File: config.mk
export PLATFORM = sky130hd
export DESIGN_NAME = rs_c1_encoder_flat
export DESIGN_NICKNAME = d
export VERILOG_FILES = /design/src/rtl/rs_pkg.sv /design/src/rtl/rs_c1_encoder_if.sv /design/src/rtl/gf256_mult.sv /design/src/rtl/rs_c1_encoder.sv /design/src/flat_wrapper.sv
export SDC_FILE = /design/constraint.sdc
export NUM_CORES = 1
export LEC_CHECK = 0
export CORE_ASPECT_RATIO = 2
export CORE_MARGIN = 2
export CORE_UTILIZATION = 25
export CTS_CLUSTER_SIZE = 10
export DETAILED_ROUTE_END_ITERATION = 6
export GPL_TIMING_DRIVEN = 0
export REMOVE_ABC_BUFFERS = 1
export SLEW_MARGIN = 20
export SYNTH_ARGS = -nofsm -noshare
export SYNTH_HDL_FRONTEND = slang
export SYNTH_SLANG_ARGS = --single-unit
File: constraint.sdc
create_clock -name i_clk -period 2.4 [get_ports i_clk]
set_clock_uncertainty 0.15 [all_clocks]
set_input_delay 0.48 -clock i_clk [delete_from_list [all_inputs] [get_ports i_clk]]
set_output_delay 0.48 -clock i_clk [all_outputs]
set_load 0.02 [all_outputs]
File: src/rtl/rs_pkg.sv
// Shared Reed-Solomon constants for the CD C1 code over GF(256), field poly 0x11D.
package rs_pkg;
  localparam logic [7:0] GF_POLY = 8'h1D;
  localparam int         C1_K    = 28;
  localparam int         C1_NSYM = 4;

  // g(x) = x^4 + 0x0F x^3 + 0x36 x^2 + 0x78 x + 0x40, low-order coefficient first
  localparam logic [0:3][7:0] RS_C1_GEN = {8'h40, 8'h78, 8'h36, 8'h0F};

  typedef enum logic [1:0] {IDLE, DATA, PARITY} rs_state_e;
endpackage

File: src/rtl/rs_c1_encoder_if.sv
// Byte-stream handshake between a message source and the C1 encoder.
interface rs_c1_encoder_if;
  logic       i_start;
  logic       i_valid;
  logic [7:0] i_data;
  logic       o_ready;
  logic       o_valid;
  logic [7:0] o_data;
  logic       o_last;

  modport master (output i_start, i_valid, i_data,
                  input  o_ready, o_valid, o_data, o_last);
  modport slave  (input  i_start, i_valid, i_data,
                  output o_ready, o_valid, o_data, o_last);
endinterface

File: src/rtl/gf256_mult.sv
// Combinational GF(256) multiplier; a constant operand folds to an XOR network.
module gf256_mult
  import rs_pkg::*;
(
  input  logic [7:0] a,
  input  logic [7:0] b,
  output logic [7:0] p
);
  logic [7:0] acc;
  logic [7:0] sh;

  always_comb begin
    acc = 8'h00;
    sh  = a;
    for (int i = 0; i < 8; i++) begin
      if (b[i]) acc = acc ^ sh;
      sh = sh[7] ? ({sh[6:0], 1'b0} ^ GF_POLY) : {sh[6:0], 1'b0};
    end
    p = acc;
  end
endmodule

File: src/rtl/rs_c1_encoder.sv
// Systematic RS(K+NSYM,K) encoder: echoes message bytes, then shifts out the
// remainder of m(x)*x^NSYM / g(x) held in a byte-serial LFSR.
module rs_c1_encoder
  import rs_pkg::*;
#(
  parameter int K    = C1_K,
  parameter int NSYM = C1_NSYM
) (
  input  logic             i_clk,
  input  logic             i_rst_n,
  rs_c1_encoder_if.slave   bus
);
  rs_state_e                  state_q, state_d;
  logic [NSYM-1:0][7:0]       p_q, p_d;
  logic [NSYM-1:0][7:0]       fb_prod;
  logic [7:0]                 cnt_q, cnt_d;
  logic [7:0]                 o_data_q, o_data_d;
  logic                       o_valid_q, o_valid_d;
  logic                       o_last_q, o_last_d;
  logic [7:0]                 fb;

  assign fb = bus.i_data ^ p_q[NSYM-1];

  for (genvar g = 0; g < NSYM; g++) begin : g_mul
    gf256_mult u_mul (.a(fb), .b(RS_C1_GEN[g]), .p(fb_prod[g]));
  end

  always_comb begin
    state_d   = state_q;
    p_d       = p_q;
    cnt_d     = cnt_q;
    o_data_d  = o_data_q;
    o_valid_d = 1'b0;
    o_last_d  = 1'b0;
    case (state_q)
      IDLE: begin
        if (bus.i_start) begin
          p_d     = '0;
          cnt_d   = 8'd0;
          state_d = DATA;
        end
      end
      DATA: begin
        if (bus.i_valid) begin
          p_d[0] = fb_prod[0];
          for (int i = 1; i < NSYM; i++) p_d[i] = p_q[i-1] ^ fb_prod[i];
          o_data_d  = bus.i_data;
          o_valid_d = 1'b1;
          if (cnt_q == 8'(K-1)) begin
            cnt_d   = 8'd0;
            state_d = PARITY;
          end else begin
            cnt_d = cnt_q + 8'd1;
          end
        end
      end
      PARITY: begin
        o_data_d  = p_q[NSYM-1];
        o_valid_d = 1'b1;
        p_d       = {p_q[NSYM-2:0], 8'h00};
        if (cnt_q == 8'(NSYM-1)) begin
          o_last_d = 1'b1;
          cnt_d    = 8'd0;
          state_d  = IDLE;
        end else begin
          cnt_d = cnt_q + 8'd1;
        end
      end
      default: state_d = IDLE;
    endcase
  end

  always_ff @(posedge i_clk or negedge i_rst_n) begin
    if (!i_rst_n) begin
      state_q   <= IDLE;
      p_q       <= '0;
      cnt_q     <= 8'd0;
      o_data_q  <= 8'h00;
      o_valid_q <= 1'b0;
      o_last_q  <= 1'b0;
    end else begin
      state_q   <= state_d;
      p_q       <= p_d;
      cnt_q     <= cnt_d;
      o_data_q  <= o_data_d;
      o_valid_q <= o_valid_d;
      o_last_q  <= o_last_d;
    end
  end

  assign bus.o_ready = (state_q == DATA);
  assign bus.o_valid = o_valid_q;
  assign bus.o_data  = o_data_q;
  assign bus.o_last  = o_last_q;
endmodule

File: src/flat_wrapper.sv
// flat-port wrapper written by rule: the top's interface ports become plain ports
module rs_c1_encoder_flat import rs_pkg::*;
#(
  parameter int K    = C1_K,
  parameter int NSYM = C1_NSYM
)
  (i_clk, i_rst_n, bus_i_start, bus_i_valid, bus_i_data, bus_o_ready, bus_o_valid, bus_o_data, bus_o_last);
  rs_c1_encoder_if bus_i ();
  input  logic i_clk;
  input  logic i_rst_n;
  input wire logic [$bits(bus_i.i_start)-1:0] bus_i_start;
  input wire logic [$bits(bus_i.i_valid)-1:0] bus_i_valid;
  input wire logic [$bits(bus_i.i_data)-1:0] bus_i_data;
  output wire logic [$bits(bus_i.o_ready)-1:0] bus_o_ready;
  output wire logic [$bits(bus_i.o_valid)-1:0] bus_o_valid;
  output wire logic [$bits(bus_i.o_data)-1:0] bus_o_data;
  output wire logic [$bits(bus_i.o_last)-1:0] bus_o_last;
  assign bus_i.i_start = bus_i_start;
  assign bus_i.i_valid = bus_i_valid;
  assign bus_i.i_data = bus_i_data;
  assign bus_o_ready = bus_i.o_ready;
  assign bus_o_valid = bus_i.o_valid;
  assign bus_o_data = bus_i.o_data;
  assign bus_o_last = bus_i.o_last;
  rs_c1_encoder #(.K(K), .NSYM(NSYM)) u_core (.i_clk(i_clk), .i_rst_n(i_rst_n), .bus(bus_i));
endmodule
Yosys cells after proc, flatten, opt, wreduce, memory -nomap -nowiden:

Cells that the tools add are included.
W data, S select, Z words.

* add/sub/neg operators: 1
* multiply operators: 0
* divide/modulo/power cells: 0
* $lt $le $gt $ge: 0
* eq/ne operators: 8
* shifts and indexed selects: 0
* muxes and demuxes: 25
* bitwise operators: 19
* reductions and logical operators: 6

Operators with widths (number)
* $xor A8 B8 Y8: 13
* $pmux W32 S3: 1
* $mux W32: 2
* $mux W8: 5
* $mux W5: 6
* $not A4 Y4: 6
* $pmux W8 S3: 1
* $pmux W8 S2: 1
* $add A8 B1 Y8 const B: 1
* $eq A8 B2 Y1 const B: 1
* $eq A8 B5 Y1 const B: 1
* $mux W2: 4
* $pmux W2 S3: 1
* $ne A2 B1 Y1 const B: 2
* $ne A2 B2 Y1 const B: 2
* $reduce_and A4 Y1: 1
* $mux W1: 3
* $reduce_and A3 Y1: 1
* $reduce_bool A3 Y1: 1
* $eq A2 B1 Y1 const B: 1
* $eq A2 B2 Y1 const B: 1
* $logic_not A2 Y1: 1
* $pmux W1 S2: 1
* $reduce_and A2 Y1: 1
* $reduce_bool A2 Y1: 1

* register bits after elaboration: 52
* latch bits: 0
* memory bits (writable): 0
* ROM bits: 0
* input port bits: 12
* output and inout port bits: 11
* logic and storage cells: 68
* memories kept: 0

Longest topological paths before layout:

* depth after elaboration: 17
* mapped depth: 10

Modules after synthesis:

A second synthesis with hierarchy kept.

* cells, all modules: 980
* area, all modules: 7613.6 um^2

By module, submodules not included
* gf256_mult at u_core.g_mul[1].u_mul ...: times used 3, cells each 173, area each 1224.9 um^2, seq. area each 0.0 um^2
* rs_c1_encoder: times used 1, cells each 296, area each 2763.9 um^2, seq. area each 1301.2 um^2
* gf256_mult at u_core.g_mul[0].u_mul: times used 1, cells each 165, area each 1174.9 um^2, seq. area each 0.0 um^2

Worst setup path after synthesis:

No wires, ideal clock.

* path type: register to register
* start point: reg u_core.state_q[1]
* end point: reg u_core.p_q[30] (netlist name)
* data arrival time: 2061 ps
* required time: 2124 ps
* setup slack: 63 ps
* cell stages (with the launch flop): 10
* clock period less this slack: 2337 ps
* cell sequence: dfrtp_1 -> inv_1 -> ha_1 -> clkbuf_1 -> nand2b_1 -> and3_1 -> clkbuf_1 -> and2_1 -> a21o_1 -> a221o_1

* cells in the longest elaborated chain, start to end: 3
* elaborated cells between the ends (all ways): 8

Ends and longest elaborated chain
* from (decl): RTL line rs_c1_encoder.sv:13 `rs_state_e state_q, state_d;`
* from (signal assigned): RTL line rs_c1_encoder.sv:82 `state_q <= state_d;`
* $eq A2 B1 Y1 *
* named net bus_o_ready: RTL line flat_wrapper.sv:14 `output wire logic [$bits(bus_i.o_ready)-1:0] bus_o_ready;`
* $ne A2 B2 Y1 (no source line) / $reduce_bool A3 Y1 (equally long branches)
* $reduce_and A3 Y1 (no source line)
* to (signal assigned): RTL line rs_c1_encoder.sv:83 `p_q <= p_d;`
* to (decl): RTL line rs_c1_encoder.sv:14 `logic [NSYM-1:0][7:0] p_q, p_d;`

The timed path passes the listed nets; every way through them passes the cells marked *.
A chain may end at the register's enable or synchronous reset.

Worst setup path in the final report:

* start point: in bus_i_data[4]
* end point: reg u_core.p_q[9] (netlist name)

* cells in the longest elaborated chain, start to end: 8

Ends and longest elaborated chain
* from (decl): RTL line flat_wrapper.sv:13 `input wire logic [$bits(bus_i.i_data)-1:0] bus_i_data;`
* $xor A8 B8 Y8: RTL line rs_c1_encoder.sv:22 `assign fb = bus.i_data ^ p_q[NSYM-1];`
* $mux W5 (2 in series): RTL line gf256_mult.sv:17 `sh = sh[7] ? ({sh[6:0], 1'b0} ^ GF_POLY) : {sh[6:0], 1'b0};`
* $xor A8 B8 Y8 (2 in series): RTL line gf256_mult.sv:16 `if (b[i]) acc = acc ^ sh;`
* $xor A8 B8 Y8: RTL line rs_c1_encoder.sv:46 `for (int i = 1; i < NSYM; i++) p_d[i] = p_q[i-1] ^ fb_prod[i];`
* $mux W32: RTL line rs_c1_encoder.sv:44 `if (bus.i_valid) begin`
* $pmux W32 S3: RTL line rs_c1_encoder.sv:35 `case (state_q)`

No other way between the ends. The select of a mux whose other input is x is not followed.

==> impl_metrics.prom <==
# TYPE chip_impl_metric gauge
chip_impl_info{name="worstSetupEndpoint",value="u_core.p_q[9]$_DFFE_PN0P_"} 1
chip_impl_metric{name="worst_r2r_path_depth",unit=""} 7
chip_impl_metric{name="gp_congestion",unit=""} 0.829
chip_impl_metric{name="layout-drive-gt1-share",unit="%"} 22.1
chip_impl_metric{name="crit_path_max_fanout",unit=""} 3
chip_impl_info{name="crit_chain",value="clkdlybuf4s50_1 > xnor2_4 > buf_12 > xnor3_2 > xor2_1 > a21o_1 > a221o_1"} 1
chip_impl_metric{name="place_inst",unit=""} 483
chip_impl_metric{name="grt_first_pass_wirelength",unit="µm"} 15300
chip_impl_metric{name="hold_violations",unit=""} 0
chip_impl_metric{name="grt_util_all_layers",unit="%"} 13.9
chip_impl_metric{name="core-area",unit="µm²"} 12900
chip_impl_metric{name="final_max_slew_viol_count",unit=""} 0
chip_impl_metric{name="worst_path_clk_slew",unit="ns"} 0.07
chip_impl_metric{name="clk_path_buf_depth",unit=""} 2
chip_impl_metric{name="chipWidth",unit="µm"} 84.9
chip_impl_metric{name="cts_num_sinks",unit=""} 52
chip_impl_metric{name="max_stage_delay",unit="ns"} 0.51
chip_impl_metric{name="wl",unit="µm"} 10100
chip_impl_metric{name="cts.htree.levels",unit=""} 2
chip_impl_metric{name="antenna_found_initial",unit=""} 0
chip_impl_metric{name="synth.top_cell.area_share",unit="%"} 39.7
chip_impl_metric{name="met1_usage_grt",unit="%"} 14.0
chip_impl_metric{name="synthesis_to_finish_area_growth",unit="%"} 33.6
chip_impl_metric{name="final_net_count",unit=""} 387
chip_impl_info{name="r2r-start",value="u_core.state_q[1]$_DFFE_PN0P_"} 1
chip_impl_metric{name="clock_network_latency_to_the_later_pin_of_the_worst_skew_pair",unit="ns"} 0.31
chip_impl_metric{name="wire_per_inst",unit="µm"} 19.3
chip_impl_metric{name="synth_enable_flop_cells",unit=""} 0
chip_impl_metric{name="io-pin-count",unit=""} 23
chip_impl_info{name="cts.root.buffer_cell",value="sky130_fd_sc_hd__clkbuf_16"} 1
chip_impl_info{name="critical_path.startpoint_type",value="input port"} 1
chip_impl_info{name="synth.most_common_cell",value="sky130_fd_sc_hd__dfrtp_1"} 1
chip_impl_info{name="timing.setup.critical_path_class",value="in2reg"} 1
chip_impl_metric{name="cts_hold_buffers",unit=""} 0
chip_impl_info{name="hold_path.class",value="in2async"} 1
chip_impl_info{name="grt-busiest-layer",value="met2"} 1
chip_impl_metric{name="port_buffers",unit=""} 22
chip_impl_metric{name="tightest_slew",unit="ns"} 0.694
chip_impl_metric{name="post_synth_instance_area",unit="µm²"} 3280
chip_impl_metric{name="drc",unit=""} 0
chip_impl_metric{name="grt_overflow",unit=""} 0
chip_impl_metric{name="cap_violations",unit=""} 0
chip_impl_info{name="yosys.area.top_type",value="sky130_fd_sc_hd__dfrtp_1"} 1
chip_impl_info{name="endpoint_kind",value="register"} 1
chip_impl_metric{name="worst-r2r-setup-slack",unit="ns"} 0.15
chip_impl_metric{name="sequential_cell_area",unit="µm²"} 1300
chip_impl_metric{name="global_route.usage.met3",unit="%"} 1.64
chip_impl_metric{name="ys_async_sr_fraction",unit="%"} 100
chip_impl_info{name="reg2reg_to",value="u_core.p_q[9]$_DFFE_PN0P_"} 1
chip_impl_metric{name="multi_input_comb_area",unit="µm²"} 2200
chip_impl_metric{name="rows",unit=""} 59
chip_impl_metric{name="yosys_warnings",unit=""} 0
chip_impl_metric{name="fin_worst_hold_slack",unit="ns"} 0.0463
chip_impl_metric{name="cp.buffers_inverters",unit=""} 2
chip_impl_metric{name="final-instance-count-excl-fill",unit=""} 523
chip_impl_metric{name="critical_path_required",unit="ns"} 2.44
chip_impl_metric{name="drt_pass1_iterations",unit=""} 4
chip_impl_metric{name="cts_buffers",unit=""} 5
chip_impl_metric{name="mean_area_per_synthesized_cell",unit="µm²"} 10.1
chip_impl_info{name="dominantRegCellSynth",value="sky130_fd_sc_hd__dfrtp_1"} 1
chip_impl_metric{name="maximum_number_of_pins_on_one_net_before_global_route_repair",unit=""} 53
chip_impl_metric{name="setup_violations",unit=""} 0
chip_impl_metric{name="synthDistinctLibCells",unit=""} 44
chip_impl_metric{name="route.vias.total",unit=""} 2810
chip_impl_metric{name="die_height",unit="µm"} 166
chip_impl_metric{name="grt_use_met2",unit="%"} 25.9
chip_impl_metric{name="routed_via_density",unit=""} 5.37
chip_impl_metric{name="initial_core_util",unit="%"} 25.4
chip_impl_metric{name="drtAntennaViolNets",unit=""} 0
chip_impl_metric{name="num_antenna_cells",unit=""} 0
chip_impl_info{name="synth_top_cells_by_area",value="sky130_fd_sc_hd__dfrtp_1, sky130_fd_sc_hd__xnor2_1, sky130_fd_sc_hd__o22ai_1"} 1
chip_impl_metric{name="max_clock_freq",unit="MHz"} 425
chip_impl_info{name="critical-path-top-delay-family",value="XOR/XNOR gates"} 1
chip_impl_metric{name="drt_first_iter_violations",unit=""} 205
chip_impl_metric{name="final.fill_count",unit=""} 1249
chip_impl_metric{name="post_synth_inst_count",unit=""} 325
chip_impl_metric{name="finalWorstPathRequiredPeriod",unit="ns"} 2.35
chip_impl_metric{name="critical_path_depth",unit=""} 7
chip_impl_metric{name="final.period_utilization",unit="%"} 98.0
chip_impl_info{name="run_status",value="finished clean"} 1
chip_impl_info{name="rsz_0062_raised_after_global_routing",value="no"} 1
chip_impl_metric{name="die_area",unit="µm²"} 14100
chip_impl_info{name="synth.top_cells.by_count",value="sky130_fd_sc_hd__dfrtp_1, sky130_fd_sc_hd__xnor2_1, sky130_fd_sc_hd__o22ai_1"} 1
chip_impl_info{name="tritoncts",value="built"} 1
chip_impl_metric{name="ys_seq_elements",unit=""} 52
chip_impl_metric{name="detailed_place_hpwl",unit="µm"} 6320
chip_impl_metric{name="via_count_of_the_first_global_routing_pass",unit=""} 2861
chip_impl_metric{name="cp.arrival",unit="ns"} 2.39
chip_impl_metric{name="synth.yosys.seq_area_share",unit="%"} 39.7
chip_impl_info{name="worst_setup_path_start",value="bus_i_data[4]"} 1
chip_impl_metric{name="maxSlewHeadroom",unit="%"} 53.7
chip_impl_info{name="worst_path_max_delay_cell",value="sky130_fd_sc_hd__clkdlybuf4s50_1"} 1
## layer usage
layer	wire (µm)	vias up
li1	-	1267
met1	3400	1415
met2	5730	100
met3	464	28
met4	496	0
met5	0	-
## cell usage in the layout, fill, tap and decap left out, types with 2 or more instances in the layout
cell / count
sky130_fd_sc_hd__xor2_4: 3
sky130_fd_sc_hd__xor2_1: 10
sky130_fd_sc_hd__nand3_1: 3
sky130_fd_sc_hd__buf_12: 2
sky130_fd_sc_hd__or3_4: 2
sky130_fd_sc_hd__nand2_1: 16
sky130_fd_sc_hd__dlymetal6s2s_1: 4
sky130_fd_sc_hd__o21ai_0: 17
sky130_fd_sc_hd__clkbuf_16: 5
sky130_fd_sc_hd__a22oi_1: 3
sky130_fd_sc_hd__nor3_1: 9
sky130_fd_sc_hd__ha_4: 3
sky130_fd_sc_hd__xnor2_1: 33
sky130_fd_sc_hd__xnor2_4: 11
sky130_fd_sc_hd__o22ai_1: 26
sky130_fd_sc_hd__a22o_1: 7
sky130_fd_sc_hd__nor2_1: 19
sky130_fd_sc_hd__nand2b_1: 3
sky130_fd_sc_hd__a211oi_1: 2
sky130_fd_sc_hd__dfrtp_1: 51
sky130_fd_sc_hd__or3_1: 3
sky130_fd_sc_hd__a31oi_1: 3
sky130_fd_sc_hd__a221o_1: 7
sky130_fd_sc_hd__buf_4: 28
sky130_fd_sc_hd__xnor3_1: 4
sky130_fd_sc_hd__inv_1: 8
sky130_fd_sc_hd__mux2_2: 6
sky130_fd_sc_hd__ha_1: 2
sky130_fd_sc_hd__clkdlybuf4s50_1: 13
sky130_fd_sc_hd__a21oi_1: 22
sky130_fd_sc_hd__a21o_1: 2
sky130_fd_sc_hd__nor2b_1: 4
sky130_fd_sc_hd__xnor3_2: 3
sky130_fd_sc_hd__dlygate4sd2_1: 3
sky130_fd_sc_hd__and3_1: 2
## area by class of cell
cell class | count | share of cell area (%)
multi-input cells | 250 | 50.3
well taps | 152 | 4.35
repair buffers | 53 | 11.6
clock buffers | 6 | 2.95
clock inverters | 2 | 0.372
inverters | 8 | 0.686
flip-flops and latches | 52 | 29.8
## sequential cells by signal, summed over array words and instances, names as in the netlist
register / flops
u_core.state_q: 2
u_core.bus.o_valid: 1
u_core.bus.o_data: 8
u_core.cnt_q: 8
u_core.bus.o_last: 1
u_core.p_q: 32
## worst min-delay path by stage
| stage | startpoint | endpoint |
|---|---|---|
| final | i_rst_n | u_core.bus.o_data[4]$_DFFE_PN0P_ |
| after global routing | i_rst_n | u_core.bus.o_data[4]$_DFFE_PN0P_ |
| after CTS | i_rst_n | u_core.bus.o_data[4]$_DFFE_PN0P_ |
| after detailed placement | u_core.p_q[7]$_DFFE_PN0P_ | u_core.p_q[7]$_DFFE_PN0P_ |
| after global placement | u_core.p_q[7]$_DFFE_PN0P_ | u_core.p_q[7]$_DFFE_PN0P_ |
| after floorplan | i_rst_n | u_core.bus.o_data[0]$_DFFE_PN0P_ |
## kinds of logic (layout without fill, tap and decap cells)
logic type | Yosys count | after routing | synth area share (%)
AOI/OAI and AO/OA | 96 | 96 | 18.9
xor gates and xnor gates | 67 | 67 | 23.3
and+or+nand+nor | 73 | 75 | 10.9
buffers and inverters | 25 | 69 | 2.86
adders and majority gates | 5 | 5 | 1.91
DFF | 52 | 52 | 39.7
muxes | 7 | 7 | 2.37
## metrics by stage
step / setup slack, ns / area, µm² / utilization, % / TNS (ns)
final: 0.0489 / 4380 / 33.9 / 0
after global routing: 0.00397 / 4380 / 33.9 / 0
after CTS: -0.00604 / 4170 / 32.3 / -0.0120
after detailed placement: -1.02 / 3650 / 28.3 / -32.78
after global placement: -1.60 / 3620 / 28.0 / -108.17
after floorplan: -0.424 / 3210 / - / -9.29
## what timing repair did
item	in CTS	in global routing
gates resized for setup	36	18
gates cloned	0	2
pin swaps	12	8
setup buffers	22	8
endpoints found under the setup margin	51	17
Power is left out: the tool's default activity adds up to more than one toggle a clock period on the data nets, which glitch-free logic cannot reach.
